==> config.mk <==
export PLATFORM = sky130hd
export DESIGN_NAME = servo_motion_scheduler
export DESIGN_NICKNAME = d
export VERILOG_FILES = /design/src/rtl/servo_pkg.sv /design/src/rtl/servo_frame_timer.sv /design/src/rtl/servo_motion_scheduler.sv
export SDC_FILE = /design/constraint.sdc
export NUM_CORES = 1
export LEC_CHECK = 0
export ABC_AREA = 0
export BUFFER_PORTS_ARGS = -buffer_cell sky130_fd_sc_hd__clkbuf_2
export CAP_MARGIN = 20
export CELL_PAD_IN_SITES_DETAIL_PLACEMENT = 1
export CELL_PAD_IN_SITES_GLOBAL_PLACEMENT = 1
export CORE_UTILIZATION = 29
export DETAILED_ROUTE_END_ITERATION = 8
export GPL_TIMING_DRIVEN = 0
export PLACE_DENSITY = 0.52
export RECOVER_POWER = 100
export SLEW_MARGIN = 20
export SYNTH_ARGS = -nofsm -noshare
export SYNTH_HDL_FRONTEND = slang
export SYNTH_SLANG_ARGS = --single-unit
==> constraint.sdc <==
create_clock -name clk -period 4.7 [get_ports clk]
set_input_delay 0.235 -clock clk [delete_from_list [all_inputs] [get_ports clk]]
set_output_delay 0.235 -clock clk [all_outputs]
set_load 0.03 [all_outputs]
==> src/rtl/servo_pkg.sv <==
// Shared types and helpers for the servo motion scheduler.
package servo_pkg;

   localparam int POS_W          = 8;
   localparam int CH_IDX_W       = 4;
   localparam int CENTER_DEFAULT = 128;

   typedef enum logic [1:0] {
      IDLE   = 2'd0,
      UPDATE = 2'd1,
      DONE   = 2'd2
   } sched_state_e;

   // Next position of one channel after a single frame step toward its target.
   // A step of 0 means "jump straight to target".
   function automatic logic [POS_W-1:0] slew_next(
      input logic [POS_W-1:0] pos,
      input logic [POS_W-1:0] tgt,
      input logic [POS_W-1:0] step
   );
      logic [POS_W:0]   d;
      logic [POS_W-1:0] res;
      res = pos;
      if (tgt > pos) d = {1'b0, tgt} - {1'b0, pos};
      else           d = {1'b0, pos} - {1'b0, tgt};
      if (pos != tgt) begin
         if ((step == '0) || (d <= {1'b0, step})) res = tgt;
         else if (tgt > pos)                      res = pos + step;
         else                                     res = pos - step;
      end
      return res;
   endfunction

endpackage

==> src/rtl/servo_frame_timer.sv <==
// Free-running servo frame counter; tick marks the last cycle of every frame.
module servo_frame_timer #(
   parameter int FRAME_CYCLES = 1000000
) (
   input  logic clk,
   input  logic rst_n,
   output logic tick
);

   localparam int CW = (FRAME_CYCLES > 1) ? $clog2(FRAME_CYCLES) : 1;

   logic [CW-1:0] cnt_q;

   assign tick = (cnt_q == CW'(FRAME_CYCLES - 1));

   // Count 0..FRAME_CYCLES-1 and wrap.
   always_ff @(posedge clk or negedge rst_n) begin
      if (!rst_n)    cnt_q <= '0;
      else if (tick) cnt_q <= '0;
      else           cnt_q <= cnt_q + CW'(1);
   end

endmodule

==> src/rtl/servo_motion_scheduler.sv <==
// Per-frame motion sequencer for a bank of PWM servo channels.
//
// Command port handshake: a command transfers on a rising clk edge where
// cmd_valid and cmd_ready are both 1. cmd_ready depends only on the FSM state
// (high in IDLE), never on cmd_valid. The master must hold its command stable
// while cmd_valid is high and cmd_ready is low.
module servo_motion_scheduler
   import servo_pkg::*;
#(
   parameter int NCH          = 4,
   parameter int FRAME_CYCLES = 1000000,
   parameter int CENTER       = CENTER_DEFAULT
) (
   input  logic                  clk,
   input  logic                  rst_n,
   input  logic                  cmd_valid,
   output logic                  cmd_ready,
   input  logic [CH_IDX_W-1:0]   cmd_ch,
   input  logic [POS_W-1:0]      cmd_target,
   input  logic [POS_W-1:0]      cmd_step,
   input  logic                  cmd_en,
   output logic [NCH*POS_W-1:0]  pos_out,
   output logic [NCH-1:0]        ch_enable,
   output logic [NCH-1:0]        settled,
   output logic                  frame_done,
   output logic                  cmd_err,
   output sched_state_e          state_dbg
);

   localparam logic [POS_W-1:0]    CENTER_C = POS_W'(CENTER);
   localparam logic [CH_IDX_W-1:0] LAST_IDX = CH_IDX_W'(NCH - 1);

   logic [POS_W-1:0]    pos_q  [NCH];
   logic [POS_W-1:0]    tgt_q  [NCH];
   logic [POS_W-1:0]    step_q [NCH];
   logic [NCH-1:0]      en_q;
   sched_state_e        state_q, state_d;
   logic [CH_IDX_W-1:0] idx_q;
   logic                tick;
   logic                hs;
   logic                ch_ok;

   servo_frame_timer #(.FRAME_CYCLES(FRAME_CYCLES)) u_timer (
      .clk   (clk),
      .rst_n (rst_n),
      .tick  (tick)
   );

   assign hs        = cmd_valid & cmd_ready;
   assign ch_ok     = ({{(32-CH_IDX_W){1'b0}}, cmd_ch} < 32'(NCH));
   assign ch_enable = en_q;
   assign state_dbg = state_q;

   // FSM next state and state-decoded outputs.
   always_comb begin
      state_d    = state_q;
      cmd_ready  = 1'b0;
      frame_done = 1'b0;
      case (state_q)
         IDLE: begin
            cmd_ready = 1'b1;
            if (tick) state_d = UPDATE;
         end
         UPDATE: begin
            if (idx_q == LAST_IDX) state_d = DONE;
         end
         DONE: begin
            frame_done = 1'b1;
            state_d    = IDLE;
         end
         default: state_d = IDLE;
      endcase
   end

   // FSM state register and update-pass channel index.
   always_ff @(posedge clk or negedge rst_n) begin
      if (!rst_n) begin
         state_q <= IDLE;
         idx_q   <= '0;
      end else begin
         state_q <= state_d;
         if (state_q == UPDATE) idx_q <= idx_q + CH_IDX_W'(1);
         else                   idx_q <= '0;
      end
   end

   // Channel registers: command writes in IDLE, one slew step per UPDATE cycle.
   always_ff @(posedge clk or negedge rst_n) begin
      if (!rst_n) begin
         for (int i = 0; i < NCH; i++) begin
            pos_q[i]  <= CENTER_C;
            tgt_q[i]  <= CENTER_C;
            step_q[i] <= '0;
         end
         en_q    <= '0;
         cmd_err <= 1'b0;
      end else begin
         cmd_err <= hs & ~ch_ok;
         for (int i = 0; i < NCH; i++) begin
            if (hs && ch_ok && (cmd_ch == CH_IDX_W'(i))) begin
               tgt_q[i]  <= cmd_target;
               step_q[i] <= cmd_step;
               en_q[i]   <= cmd_en;
               if ((cmd_step == '0) && cmd_en) pos_q[i] <= cmd_target;
            end else if ((state_q == UPDATE) && (idx_q == CH_IDX_W'(i)) && en_q[i]) begin
               pos_q[i] <= slew_next(pos_q[i], tgt_q[i], step_q[i]);
            end
         end
      end
   end

   // Pack positions for the PWM bank and flag channels that reached target.
   always_comb begin
      pos_out = '0;
      settled = '0;
      for (int i = 0; i < NCH; i++) begin
         pos_out[POS_W*i +: POS_W] = pos_q[i];
         settled[i]                = (pos_q[i] == tgt_q[i]);
      end
   end

endmodule

## Yosys cells after proc, flatten, opt, wreduce, memory -nomap -nowiden

Cells that the tools add are included.

| cells by class | value |
|---|---|
| equality and inequality tests | 23 |
| bitwise gates (word level) | 3 |
| divide/modulo/power cells | 0 |
| muxes and demuxes | 40 |
| shift operators | 0 |
| $lt $le $gt $ge | 9 |
| multipliers | 0 |
| add/sub/neg operators | 18 |
| reduce and logical (&&, ||, !) cells | 39 |

Operator list:

| kind | number |
|---|---|
| 2-to-1 mux 8 bit | 21 |
| 2-to-1 mux 9 bit | 12 |
| subtractor 8 x 8 -> 9 bit | 8 |
| logical NOT 8 bit | 5 |
| <= comparator 9 x 8 -> 1 bit | 4 |
| adder 8 bit | 4 |
| == test 8 bit | 4 |
| greater-than comparator 8 bit | 4 |
| != test 8 bit | 4 |
| subtractor 8 bit | 4 |
| adder 20 x 1 -> 20 bit (second input constant) | 1 |
| == test 20 bit (second input constant) | 1 |
| 2-to-1 mux 20 bit | 1 |
| == test 4 x 2 -> 1 bit (second input constant) | 4 |
| nonzero test 2 bit | 8 |
| logical AND 1 bit | 14 |
| AND reduction 3 bit | 4 |
| != test 2 x 1 -> 1 bit (second input constant) | 5 |
| == test 4 x 1 -> 1 bit (second input constant) | 2 |
| logical NOT 4 bit | 2 |
| adder 4 x 1 -> 4 bit (second input constant) | 1 |
| logical OR 1 bit | 4 |
| < comparator 4 x 3 -> 1 bit (second input constant) | 1 |
| 2-to-1 mux 2 bit | 2 |
| 10 further kinds | 12 |

| storage, ports and cells | value |
|---|---|
| memory bits (read-only) | 0 |
| memories kept | 0 |
| bits in writable memories | 0 |
| register bits | 127 |
| bits in latches | 0 |
| input port bits | 24 |

## Logic depth before layout (Yosys ltp)

Gate-level depths: netlist of run 1.

| logic depth | value |
|---|---|
| depth after elaboration | 12 |
| mapped depth | 20 |

## By module

Synthesis of run 1 repeated with hierarchy kept, for this count alone.

| second synthesis, totals | value |
|---|---|
| cells, all modules | 1,233 |
| area total of the unflattened synthesis | 11,100.6 µm² |

By module, submodules not included:

| module | cells an instance | sequential area each (µm²) | area each (µm²) | instances |
|---|---|---|---|---|
| servo_motion_scheduler | 1,136 | 2,687.6 | 10,054.6 | 1 |
| servo_frame_timer | 97 | 500.5 | 1,046.0 | 1 |

## Least setup slack after synthesis of run 1

Ideal clock, no wire load.

| timing path | value |
|---|---|
| path kind | register -> register |
| start | register pos_q (netlist bit pos_out[15]) |
| end | register pos_q (netlist bit pos_out[11]) |
| cell stages (with the launch flop) | 19 |
| clock period less this slack | 4,454 ps |
| setup slack | 246 ps |
| arrival time | 4,329 ps |
| data required time | 4,575 ps |
| cells stage by stage | dfstp_2 > inv_1 > ha_1 > buf_4 > nand4_2 > a2bb2oi_2 > inv_1 > a21oi_1 > buf_2 > mux2i_1 > xnor2_1 > ha_1 > and4_1 > a221o_1 > o21ai_1 > a211oi_2 > a211oi_4 > mux2_4 > mux2_4 |

| between the ends | value |
|---|---|
| cells in the longest elaborated chain, start to end | 10 |

Ends and longest elaborated chain:

| item | line | RTL |
|---|---|---|
| start: declaration | servo_motion_scheduler.sv:33 | `logic [POS_W-1:0] pos_q [NCH];` |
| start signal: indexed assignment | servo_motion_scheduler.sv:104 | `if ((cmd_step == '0) && cmd_en) pos_q[i] <= cmd_target;` |
| start signal: indexed assignment | servo_motion_scheduler.sv:106 | `pos_q[i] <= slew_next(pos_q[i], tgt_q[i], step_q[i]);` |
| subtractor 8 x 8 -> 9 bit (tied with other cells) | servo_pkg.sv:25 | `else d = {1'b0, pos} - {1'b0, tgt};` |
| 2-to-1 mux 9 bit | servo_pkg.sv:24 | `if (tgt > pos) d = {1'b0, tgt} - {1'b0, pos};` |
| 2-to-1 mux 9 bit | servo_motion_scheduler.sv:105 | `end else if ((state_q == UPDATE) && (idx_q == CH_IDX_W'(i)) && en_q[i]) begin` |
| 2-to-1 mux 9 bit | servo_motion_scheduler.sv:100 | `if (hs && ch_ok && (cmd_ch == CH_IDX_W'(i))) begin` |
| <= comparator 9 x 8 -> 1 bit | servo_pkg.sv:27 | `if ((step == '0) \|\| (d <= {1'b0, step})) res = tgt;` |
| logical OR 1 bit | servo_pkg.sv:27 |  |
| 2-to-1 mux 8 bit | servo_pkg.sv:27 |  |
| 2-to-1 mux 8 bit | servo_pkg.sv:26 | `if (pos != tgt) begin` |
| 2-to-1 mux 8 bit | servo_motion_scheduler.sv:105 |  |
| 2-to-1 mux 8 bit | servo_motion_scheduler.sv:100 |  |

Several ways; a longest one is shown, not always the timed one. The select of a mux whose other input is x is not followed.
A chain may end at the register's enable or synchronous reset.

## Final worst setup path of run 1

Same ends and word-level chain as after synthesis.

==> results of run 1 <==
-- final cells by class --
class | instances | share of cell area
repair buffers | 83 | 0.0328
well taps | 518 | 0.0493
plain buffers | 41 | 0.0169
clock inverters | 8 | 0.00876
inverters | 139 | 0.0397
flip-flops and latches | 127 | 0.243
clock buffers | 21 | 0.0350
multi-input cells | 1017 | 0.574
-- what timing repair did --
item / CTS / global route
gates cloned: 0 / 1
hold buffers: 1 / 0
hold endpoints to repair: 51 / 0
setup endpoints to repair: 7 / 30
gates resized for setup: 2 / 20
buffers inserted: 2 / 11
pin swaps: 2 / 7
-- flip-flops by register name, summed over array words and instances (netlist names) --
register	flops
pos_out	32
step_q	32
tgt_q	32
u_timer.cnt_q	20
ch_enable	4
idx_q	4
state_dbg	2
cmd_err	1
-- power groups by stage --
stage          logic [mW]  registers [mW]  clock network [mW]
3_3_place_gp         3.46            1.43                   0
3_5_place_dp         3.51            1.43                   0
6_report             3.71            1.41                1.37
2_1_floorplan        2.68            1.38                   0
5_1_grt              4.13            1.44                1.44
4_1_cts              3.56            1.41                1.40
-- synth_stat cells (4+ instances only) --
| library cell | count | area share |
|---|---|---|
| a21oi_1 | 94 | 0.041 |
| nor3_1 | 30 | 0.013 |
| o31a_1 | 5 | 0.0038 |
| nand2b_1 | 10 | 0.0055 |
| o221ai_1 | 6 | 0.0046 |
| xor2_1 | 21 | 0.016 |
| buf_6 | 4 | 0.0039 |
| mux2i_1 | 37 | 0.032 |
| nor2_1 | 78 | 0.026 |
| nor4_1 | 7 | 0.0038 |
| or3_1 | 5 | 0.0027 |
| o211ai_1 | 18 | 0.012 |
| buf_2 | 25 | 0.011 |
| o21a_1 | 14 | 0.0092 |
| a22oi_1 | 7 | 0.0046 |
| mux2_2 | 17 | 0.017 |
| o21ai_1 | 28 | 0.012 |
| xnor2_1 | 63 | 0.048 |
| o21bai_1 | 4 | 0.0026 |
| fa_1 | 12 | 0.021 |
| a21o_1 | 29 | 0.019 |
| inv_1 | 137 | 0.045 |
| o31ai_1 | 6 | 0.0039 |
| nand3_1 | 24 | 0.010 |
| and3_1 | 8 | 0.0044 |
| nand4_1 | 19 | 0.010 |
| nor2b_1 | 9 | 0.0049 |
| ha_1 | 133 | 0.15 |
| clkbuf_1 | 10 | 0.0033 |
| a31oi_1 | 15 | 0.0082 |
| dfrtp_1 | 119 | 0.26 |
| dfstp_2 | 8 | 0.018 |
| and2_1 | 8 | 0.0044 |
| a21oi_2 | 8 | 0.0061 |
| nand2_1 | 137 | 0.045 |
| o21ai_0 | 68 | 0.030 |
| a211oi_2 | 5 | 0.0055 |
-- worst reg2reg max path: stages, from the launching register on --
cell and delay [ns]:
dfstp_2 0.58, inv_1 0.06, ha_1 0.28, buf_4 0.17, nand4_2 0.17, a2bb2oi_4 0.25
inv_1 0.13, a21oi_4 0.18, buf_6 0.18, mux2i_1 0.23, xnor2_1 0.17, ha_1 0.28
and4_1 0.21, a221o_1 0.30, o21ai_2 0.16, a211oi_4 0.12, a211oi_4 0.35, mux2_4 0.33
mux2_4 0.25
-- logic make-up after synthesis --
kind of cell	after synthesis	synth area share
AOI/OAI and AO/OA	351	0.202
xor gates and xnor gates	86	0.0682
adders and majority gates	145	0.166
buffers and inverters	180	0.0650
DFF	127	0.278
muxes	58	0.0536
and+or+nand+nor	377	0.167
-- final timing paths --
| check | slack (ns) | end | cells past startpoint |
|---|---|---|---|
| setup / recovery | 0.17 | pos_out[11]$_DFFE_PN0P_ | 18 |
| hold / removal | 0.13 | ch_enable[1]$_DFFE_PN0P_ | 3 |
| setup reg to reg | 0.17 | pos_out[11]$_DFFE_PN0P_ | 18 |
| hold reg to reg | 0.48 | u_timer.cnt_q[4]$_DFF_PN0_ | 1 |
| max in group asynchronous | 1.08 | pos_out[17]$_DFFE_PN0P_ | 2 |
| min in group asynchronous | 1.46 | tgt_q[30]$_DFFE_PN0P_ | 2 |
-- per-layer routing --
layer / share of wire / wire, µm
met4: 0.019 / 725
met3: 0.019 / 736
met1: 0.50 / 19300
met2: 0.46 / 17600
met5: 0 / 0
-- through the flow --
| stage | setup slack, ns | hold WS (ns) | instances | setup TNS (ns) |
|---|---|---|---|---|
| floorplan | 0.246 | -0.0606 | 1324 | 0 |
| global placement | -0.297 | 0.466 | 1909 | -0.588 |
| detailed placement | -0.322 | 0.240 | 1910 | -0.837 |
| CTS | 0.00771 | 0.132 | 1942 | 0 |
| global route | -0.0168 | 0.143 | 1954 | -0.0168 |
| finish | 0.173 | 0.128 | 1954 | 0 |
==> impl_metrics.py, run 1 <==
metrics = {
    "timing": {
        "slew_headroom": -1.21,
        "finalCriticalPeriod_ns": 4.53,
        "hold_viol_final": 0,
        "fin_crit_sh": 0.963,
        "setup_viol": 0,
        "fin_skew_ns": 0.00821,
        "worstMarginPinSlew_ns": 3.32,
        "drv_slew": 55,
        "fmax_mhz": 221,
    },
    "route": {
        "drt_iter0_drc": 343,
        "vias": 9859,
        "drt_wl_total_mm": 38.3,
        "drc": 0,
        "viasPerCell": 5.05,
        "ant_nets": 0,
        "wire_per_inst_um": 19.6,
        "firstDrtPassIters": 4,
    },
    "yosys": {
        "synth_cells": 1324,
        "ys_seq_area_frac": 0.278,
        "syn_nets": 1493,
        "synth_seq_cells": 127,
        "syn_avg_cell_area_um2": 8.65,
        "async_flop_share": 1.00,
        "synth_edf_count": 0,
        "yosys_warnings": 0,
        "synth.cell_area_mm2": 0.0115,
        "synth_cell_types": 91,
        "synthFlopType": "dfrtp_1",
    },
    "power": {
        "ir_worst_vdd_v": 0.000200,
        "leakage_nw": 5.91,
        "power_mw": 6.49,
        "sw_frac_of_total": 0.421,
        "seqPwrFrac": 0.218,
        "combPwrFrac": 0.571,
        "p_switching_mw": 2.73,
        "internal_power_mw": 3.76,
        "power.density_mw_per_mm2": 494,
        "clkPwrFrac": 0.211,
    },
    "final_layout": {
        "areaGrowthSynthToFinish_pct": 14.7,
        "final_area_mm2": 0.0131,
        "fill_cells": 4567,
        "multi_input_area_mm2": 0.00755,
        "diodes": 0,
        "layout_commonest_cell": "nand2_1",
        "mostFrequentLayoutCells": "nand2_1 (138), inv_1 (137), ha_1 (133)",
        "seq_area_mm2": 0.00319,
        "drive_gt1_frac": 0.118,
        "post-route-util": 0.338,
        "finalNetCount": 1595,
    },
    "clock_network": {
        "clk_pin_slew_ns": 0.06,
        "clk_latency_ns": 0.43,
        "cts_tree": "yes",
        "numCtsBuffers": 17,
        "htreeDepth": 4,
        "ctsLongestPathBuffers": 2,
        "cts_root_buf": "clkbuf_16",
        "clock-sinks": 127,
    },
    "grt": {
        "grtUsageTotal": 0.196,
        "busiest_layer": "met2",
        "use_met2": 0.313,
        "grtUsageMet3": 0.0250,
        "grt_pass1_wl_mm": 61.0,
        "grt_pass1_vias": 10400,
        "antenna_found_initial": 0,
        "grt_max_degree": 74,
        "grt-ovfl-total": 0,
        "grt_util_met1": 0.275,
    },
    "worst_setup_path": {
        "critPathRequiredTime_ns": 5.01,
        "critPathLaunch": "pos_out[15]$_DFFE_PN1P_",
        "cp_top_family": "compound AO/OA/AOI/OAI gates",
        "worst-path-max-fanout": 10,
        "endpoint_kind": "flop",
        "cpPeakStageDelay_ns": 0.58,
        "arrival_ns": 4.84,
        "criticalPathCategory": "flop to flop",
        "crit_slowest_cell": "dfstp_2",
        "worst-path-buf-inv": 4,
        "startpoint_type": "flop",
        "path_cells": "inv_1 -> ha_1 -> buf_4 -> nand4_2 -> a2bb2oi_4 -> inv_1 -> a21oi_4 -> buf_6 -> mux2i_1 -> xnor2_1 -> ha_1 -> and4_1 -> a221o_1 -> o21ai_2 -> a211oi_4 -> a211oi_4 -> mux2_4 -> mux2_4",
        "r2r-start": "pos_out[15]$_DFFE_PN1P_",
    },
    "worst_hold_path": {
        "min_path_type": "input port to flop",
        "hp-start": "cmd_en",
    },
    "floorplan": {
        "dieArea_mm2": 0.0403,
        "fp.coreArea_mm2": 0.0388,
        "io_pins": 69,
        "die_y_um": 201,
        "dieWidth_um": 201,
        "row_count": 72,
        "start_util": 0.295,
    },
    "status": {
        "outcome": "finished, violations left",
        "violations": "max-capacitance violations, max-slew violations",
    },
    "placed_design": {
        "place_area_mm2": 0.0125,
        "hpwl_mm": 30.2,
        "place_congestion": 0.826,
        "io_buffers": 67,
    },
    "run": {
        "cap_violations": 1,
    },
}
Note: power is estimated with default switching activity, not from simulation.
==> inputs of run 2 (changes only) <==
==> constraint.sdc (replaced) <==
create_clock -name clk -period 4.7 [get_ports clk]
set_input_delay 0.94 -clock clk [delete_from_list [all_inputs] [get_ports clk]]
set_output_delay 0.94 -clock clk [all_outputs]
set_load 0.03 [all_outputs]
==> run 2 against run 1 <==
First-iteration DRC count is 7.3% higher. Critical endpoint unchanged. The run still ends with max-capacitance violations, max-slew violations left. Clock skew is 0.00055 ns lower. Combinational power hardly changed. Total power hardly changed. Die area stayed put. Largest cell class unchanged. Cell area hardly changed. Clock-buffer cell count stayed put. Cell count hardly changed.
==> impl_metrics.py, run 2 (synthesis results as in run 1) <==
metrics = {
    "placed_design": {
        "dp_cells": 1910,
        "io_buffers": 67,
        "hpwl_mm": 30.2,
        "place_area_mm2": 0.0125,
        "place_congestion": 0.826,
        "place_ws_ns": -0.322,
    },
    "clock_network": {
        "cts_root_buf": "clkbuf_16",
        "clock-sinks": 127,
        "cts.hold.buffers_added": 0,
        "clk_pin_slew_ns": 0.06,
        "ctsLongestPathBuffers": 2,
        "clk_latency_ns": 0.43,
        "htreeDepth": 4,
        "cts_tree": "yes",
        "numCtsBuffers": 17,
    },
    "route": {
        "drt_iter0_drc": 368,
        "viasPerCell": 5.04,
        "ant_nets": 0,
        "firstDrtPassIters": 4,
        "wl_met1_mm": 19.1,
        "drc": 0,
        "wire_per_inst_um": 19.6,
        "vias": 9848,
        "drt_wl_total_mm": 38.4,
        "routed-wl-met2_mm": 17.6,
        "wl_met3_um": 899,
        "top_layer_used": "met4",
    },
    "power": {
        "sw_frac_of_total": 0.421,
        "p_switching_mw": 2.73,
        "leakage_nw": 5.90,
        "clkPwrFrac": 0.211,
        "internal_power_mw": 3.76,
        "combPwrFrac": 0.571,
        "power.density_mw_per_mm2": 494,
        "ir_worst_vdd_v": 0.000200,
        "seqPwrFrac": 0.218,
    },
    "floorplan": {
        "row_count": 72,
        "io_pins": 69,
        "dieArea_mm2": 0.0403,
        "fp.coreArea_mm2": 0.0388,
        "start_util": 0.295,
        "die_y_um": 201,
        "dieWidth_um": 201,
    },
    "grt": {
        "grt_pass1_wl_mm": 61.0,
        "grt_pass1_vias": 10400,
        "antenna_found_initial": 0,
        "grt-ovfl-total": 0,
        "grt_max_degree": 74,
        "grtUsageTotal": 0.196,
    },
    "final_layout": {
        "layout_commonest_cell": "nand2_1",
        "post-route-util": 0.338,
        "finalNetCount": 1594,
        "mostFrequentLayoutCells": "nand2_1 (138), inv_1 (137), ha_1 (133)",
        "final_area_mm2": 0.0131,
        "instances_no_fill": 1953,
        "areaGrowthSynthToFinish_pct": 14.6,
        "diodes": 0,
        "drive_gt1_frac": 0.118,
    },
    "run": {
        "cap_violations": 1,
    },
    "timing": {
        "slew_headroom": -1.21,
        "worstMarginPinSlew_ns": 3.32,
        "fin_skew_ns": 0.00766,
        "finalCriticalPeriod_ns": 4.53,
        "hold_slack_ns": 0.479,
        "drv_slew": 55,
        "fmax_mhz": 221,
        "setup_viol": 0,
        "finalWorstSetupSlack_ns": 0.167,
        "hold_viol_final": 0,
        "fin_crit_sh": 0.964,
    },
    "status": {
        "outcome": "finished, violations left",
        "violations": "max-capacitance violations, max-slew violations",
    },
    "worst_setup_path": {
        "critPathRequiredTime_ns": 5.01,
        "endpoint_kind": "flop",
        "startpoint_type": "flop",
        "criticalPathCategory": "flop to flop",
        "arrival_ns": 4.84,
        "rrSetupSlack_ns": 0.17,
        "worst-path-max-fanout": 10,
    },
    "worst_hold_path": {
        "min_path_type": "flop to flop",
    },
}
-- run 2: metrics by stage --
| stage | total power, mW | TNS (ns) |
|---|---|---|
| after global routing | 7.01 | -0.0168 |
| after CTS | 6.37 | 0 |
| after global placement | 4.89 | -0.588 |
| after detailed placement | 4.94 | -0.837 |
| after floorplan | 4.06 | 0 |
| final | 6.49 | 0 |
-- run 2: layout make-up --
| cell class | count | area (µm²) |
|---|---|---|
| Timing Repair Buffer | 82 | 420 |
| Sequential cell | 127 | 3190 |
| Inverter | 139 | 522 |
| Buffer | 41 | 221 |
| Tap cell | 518 | 648 |
| Fill cell | 4567 | 25700 |
| Clock buffer | 21 | 460 |
| Multi-Input combinational cell | 1017 | 7550 |
| Clock inverter | 8 | 115 |
-- run 2: timing repair --
action,in CTS,in global routing
gates resized for setup,2,20
cloned,0,1
setup buffers,2,11
pin swaps,2,7
setup endpoints to repair,7,30
hold endpoints to repair,0,0
-- run 2: final timing paths --
kind	depth (start not counted)	startpoint	to
max in group asynchronous	1	rst_n	pos_out[17]$_DFFE_PN0P_
setup reg to reg	18	pos_out[15]$_DFFE_PN1P_	pos_out[11]$_DFFE_PN0P_
hold / removal	1	u_timer.cnt_q[4]$_DFF_PN0_	u_timer.cnt_q[4]$_DFF_PN0_
hold reg to reg	1	u_timer.cnt_q[4]$_DFF_PN0_	u_timer.cnt_q[4]$_DFF_PN0_
setup / recovery	18	pos_out[15]$_DFFE_PN1P_	pos_out[11]$_DFFE_PN0P_
min in group asynchronous	1	rst_n	tgt_q[30]$_DFFE_PN0P_
-- run 2: metal layers --
| layer | track usage | vias up |
|---|---|---|
| met3 | 0.0250 | 35 |
| met5 | 0 | - |
| li1 | - | 4846 |
| met1 | 0.275 | 4875 |
| met2 | 0.313 | 92 |
| met4 | 0.0553 | 0 |
-- run 2: power groups by stage --
stage	sequential (mW)	combinational [mW]	clock (mW)
after global placement	1.43	3.46	0
final	1.41	3.70	1.37
after global routing	1.44	4.13	1.44
after CTS	1.41	3.56	1.40
after floorplan	1.38	2.68	0
after detailed placement	1.43	3.51	0
-- run 2: worst max-delay path, cell delays in order, from the launching register on --
cell       delay [ns]
dfstp_2          0.58
inv_1            0.06
ha_1             0.28
buf_4            0.17
nand4_2          0.17
a2bb2oi_4        0.25
inv_1            0.13
a21oi_4          0.18
buf_6            0.18
mux2i_1          0.23
xnor2_1          0.17
ha_1             0.28
and4_1           0.21
a221o_1          0.30
o21ai_2          0.16
a211oi_4         0.12
a211oi_4         0.35
mux2_4           0.33
mux2_4           0.25
==> inputs of run 3 (changes only) <==
--- a/config.mk
+++ b/config.mk
@@ -10,10 +10,10 @@
 export CAP_MARGIN = 20
 export CELL_PAD_IN_SITES_DETAIL_PLACEMENT = 1
 export CELL_PAD_IN_SITES_GLOBAL_PLACEMENT = 1
-export CORE_UTILIZATION = 29
+export CORE_UTILIZATION = 48
 export DETAILED_ROUTE_END_ITERATION = 8
 export GPL_TIMING_DRIVEN = 0
-export PLACE_DENSITY = 0.52
+export PLACE_DENSITY = 0.8
 export RECOVER_POWER = 100
 export SLEW_MARGIN = 20
 export SYNTH_ARGS = -nofsm -noshare
==> run 3 against run 2 <==
The run still ends with max-capacitance violations, max-slew violations left. Non-clock buffer count shrank 5. Die area down 39%. Setup slack worse by 0.10 ns. Clock-buffer cell count shrank 2. Largest cell class unchanged. Highest routed layer unchanged.
==> impl_metrics.py, run 3 (synthesis results as in run 1) <==
metrics = {
    "grt": {
        "grtUsageMet3": 0.0318,
        "grtUsageTotal": 0.309,
        "grt-ovfl-total": 0,
        "use_met2": 0.520,
        "grt_max_degree": 90,
        "grt_pass1_wl_mm": 58.3,
        "busiest_layer": "met2",
        "antenna_found_initial": 0,
        "grt_util_met1": 0.401,
        "grt_pass1_vias": 10700,
    },
    "timing": {
        "slew_headroom": -0.488,
        "drv_slew": 40,
        "fin_skew_ns": 0.0130,
        "worstMarginPinSlew_ns": 2.23,
        "fin_crit_sh": 0.986,
        "hold_viol_final": 0,
        "finalCriticalPeriod_ns": 4.63,
        "hold_slack_ns": 0.476,
        "setup_viol": 0,
        "fmax_mhz": 216,
    },
    "worst_setup_path": {
        "startpoint_type": "flop",
        "cpPeakStageDelay_ns": 0.49,
        "critPathRequiredTime_ns": 5.03,
        "endpoint_kind": "flop",
        "cp_top_family": "compound AO/OA/AOI/OAI gates",
        "worst-path-max-fanout": 10,
        "rrSetupSlack_ns": 0.07,
        "criticalPathCategory": "flop to flop",
        "arrival_ns": 4.97,
        "path_cells": "inv_1 -> ha_1 -> buf_2 -> nand3_1 -> o221a_1 -> a21oi_2 -> buf_4 -> mux2i_2 -> xnor2_1 -> ha_1 -> and4_1 -> a221o_1 -> o21ai_1 -> a211oi_2 -> a211oi_4 -> buf_4 -> nor3_1 -> a311oi_1",
        "crit_slowest_cell": "dfrtp_1",
        "worst-path-buf-inv": 4,
    },
    "final_layout": {
        "drive_gt1_frac": 0.113,
        "mostFrequentLayoutCells": "nand2_1 (138), inv_1 (137), ha_1 (133)",
        "layout_commonest_cell": "nand2_1",
        "post-route-util": 0.547,
        "finalNetCount": 1590,
        "instances_no_fill": 1753,
        "diodes": 0,
        "areaGrowthSynthToFinish_pct": 11.8,
    },
    "power": {
        "ir_worst_vdd_v": 0.000271,
        "power.density_mw_per_mm2": 508,
        "leakage_nw": 5.86,
    },
    "status": {
        "violations": "max-capacitance violations, max-slew violations",
        "outcome": "finished, violations left",
    },
    "worst_hold_path": {
        "min_path_type": "flop to flop",
    },
    "route": {
        "drt_wl_total_mm": 37.0,
        "drt_iter0_drc": 709,
        "firstDrtPassIters": 5,
        "wire_per_inst_um": 21.1,
        "drc": 0,
        "viasPerCell": 5.93,
        "vias": 10400,
        "ant_nets": 0,
    },
    "floorplan": {
        "fp.coreArea_mm2": 0.0234,
        "io_pins": 69,
        "dieArea_mm2": 0.0245,
        "die_y_um": 156,
        "start_util": 0.489,
        "row_count": 56,
        "dieWidth_um": 156,
    },
    "placed_design": {
        "io_buffers": 67,
        "hpwl_mm": 27.6,
        "dp_cells": 1711,
        "place_congestion": 0.907,
    },
    "clock_network": {
        "clk_latency_ns": 0.44,
        "clk_pin_slew_ns": 0.06,
        "numCtsBuffers": 17,
        "cts_tree": "yes",
        "cts.hold.buffers_added": 0,
        "cts_root_buf": "clkbuf_16",
        "htreeDepth": 4,
        "ctsLongestPathBuffers": 2,
        "clock-sinks": 127,
    },
    "run": {
        "cap_violations": 1,
    },
}
[run 3: cell types whose count changed in the layout (fill, tap and decap cells not counted), moves of 2 or more]
cell	previous run	this run
o21ai_1	23	25
clkinvlp_4	0	2
inv_6	0	2
buf_4	14	11
dfrtp_2	5	1
clkbuf_8	2	0
clkinv_4	0	3
dfrtp_1	114	118
[run 3: final timing paths]
| kind | startpoint | end | depth (start not counted) |
|---|---|---|---|
| worst min-delay path | u_timer.cnt_q[4]$_DFF_PN0_ | u_timer.cnt_q[4]$_DFF_PN0_ | 1 |
| worst max-delay path | pos_out[11]$_DFFE_PN0P_ | pos_out[15]$_DFFE_PN1P_ | 18 |
| worst max register to register | pos_out[11]$_DFFE_PN0P_ | pos_out[15]$_DFFE_PN1P_ | 18 |
| worst min register to register | u_timer.cnt_q[4]$_DFF_PN0_ | u_timer.cnt_q[4]$_DFF_PN0_ | 1 |
| min in group asynchronous | rst_n | tgt_q[30]$_DFFE_PN0P_ | 1 |
| max in group asynchronous | rst_n | pos_out[9]$_DFFE_PN0P_ | 2 |
[run 3: repair_timing]
item / 4_1_cts / 5_1_grt
resized for setup: 2 / 10
buffers inserted: 2 / 7
gates cloned: 0 / 1
endpoints found under the hold margin: 0 / 0
endpoints found under the setup margin: 6 / 29
pin swaps: 1 / 5
[run 3: metrics by stage]
stage	setup slack, ns	TNS (ns)	power, mW	cell area (µm²)
6_report	0.0673	0	6.50	12800
5_1_grt	-0.0296	-0.0455	6.89	12800
4_1_cts	0.0249	0	6.33	12800
3_5_place_dp	-0.265	-0.436	4.91	12200
3_3_place_gp	-0.164	-0.164	4.75	12200
2_1_floorplan	0.246	0	4.06	11500
[run 3: cell type report]
type	instances	area [µm²]
Timing Repair Buffer	77	365
Inverter	139	522
Buffer	41	215
Clock buffer	19	433
Sequential cell	127	3190
Multi-Input combinational cell	1018	7540
Fill cell	2879	10600
Tap cell	319	399
Clock inverter	13	139
[run 3: routing by layer]
layer / wire length (µm) / up-vias
li1: - / 4853
met1: 16500 / 5261
met5: 0 / -
met3: 1170 / 75
met2: 17900 / 206
met4: 1390 / 0
[run 3: power by group]
group | internal [mW] | switching [mW]
Clock | 0.782 | 0.560
Sequential | 1.24 | 0.174
Combinational | 1.63 | 2.11
Total | 3.65 | 2.85
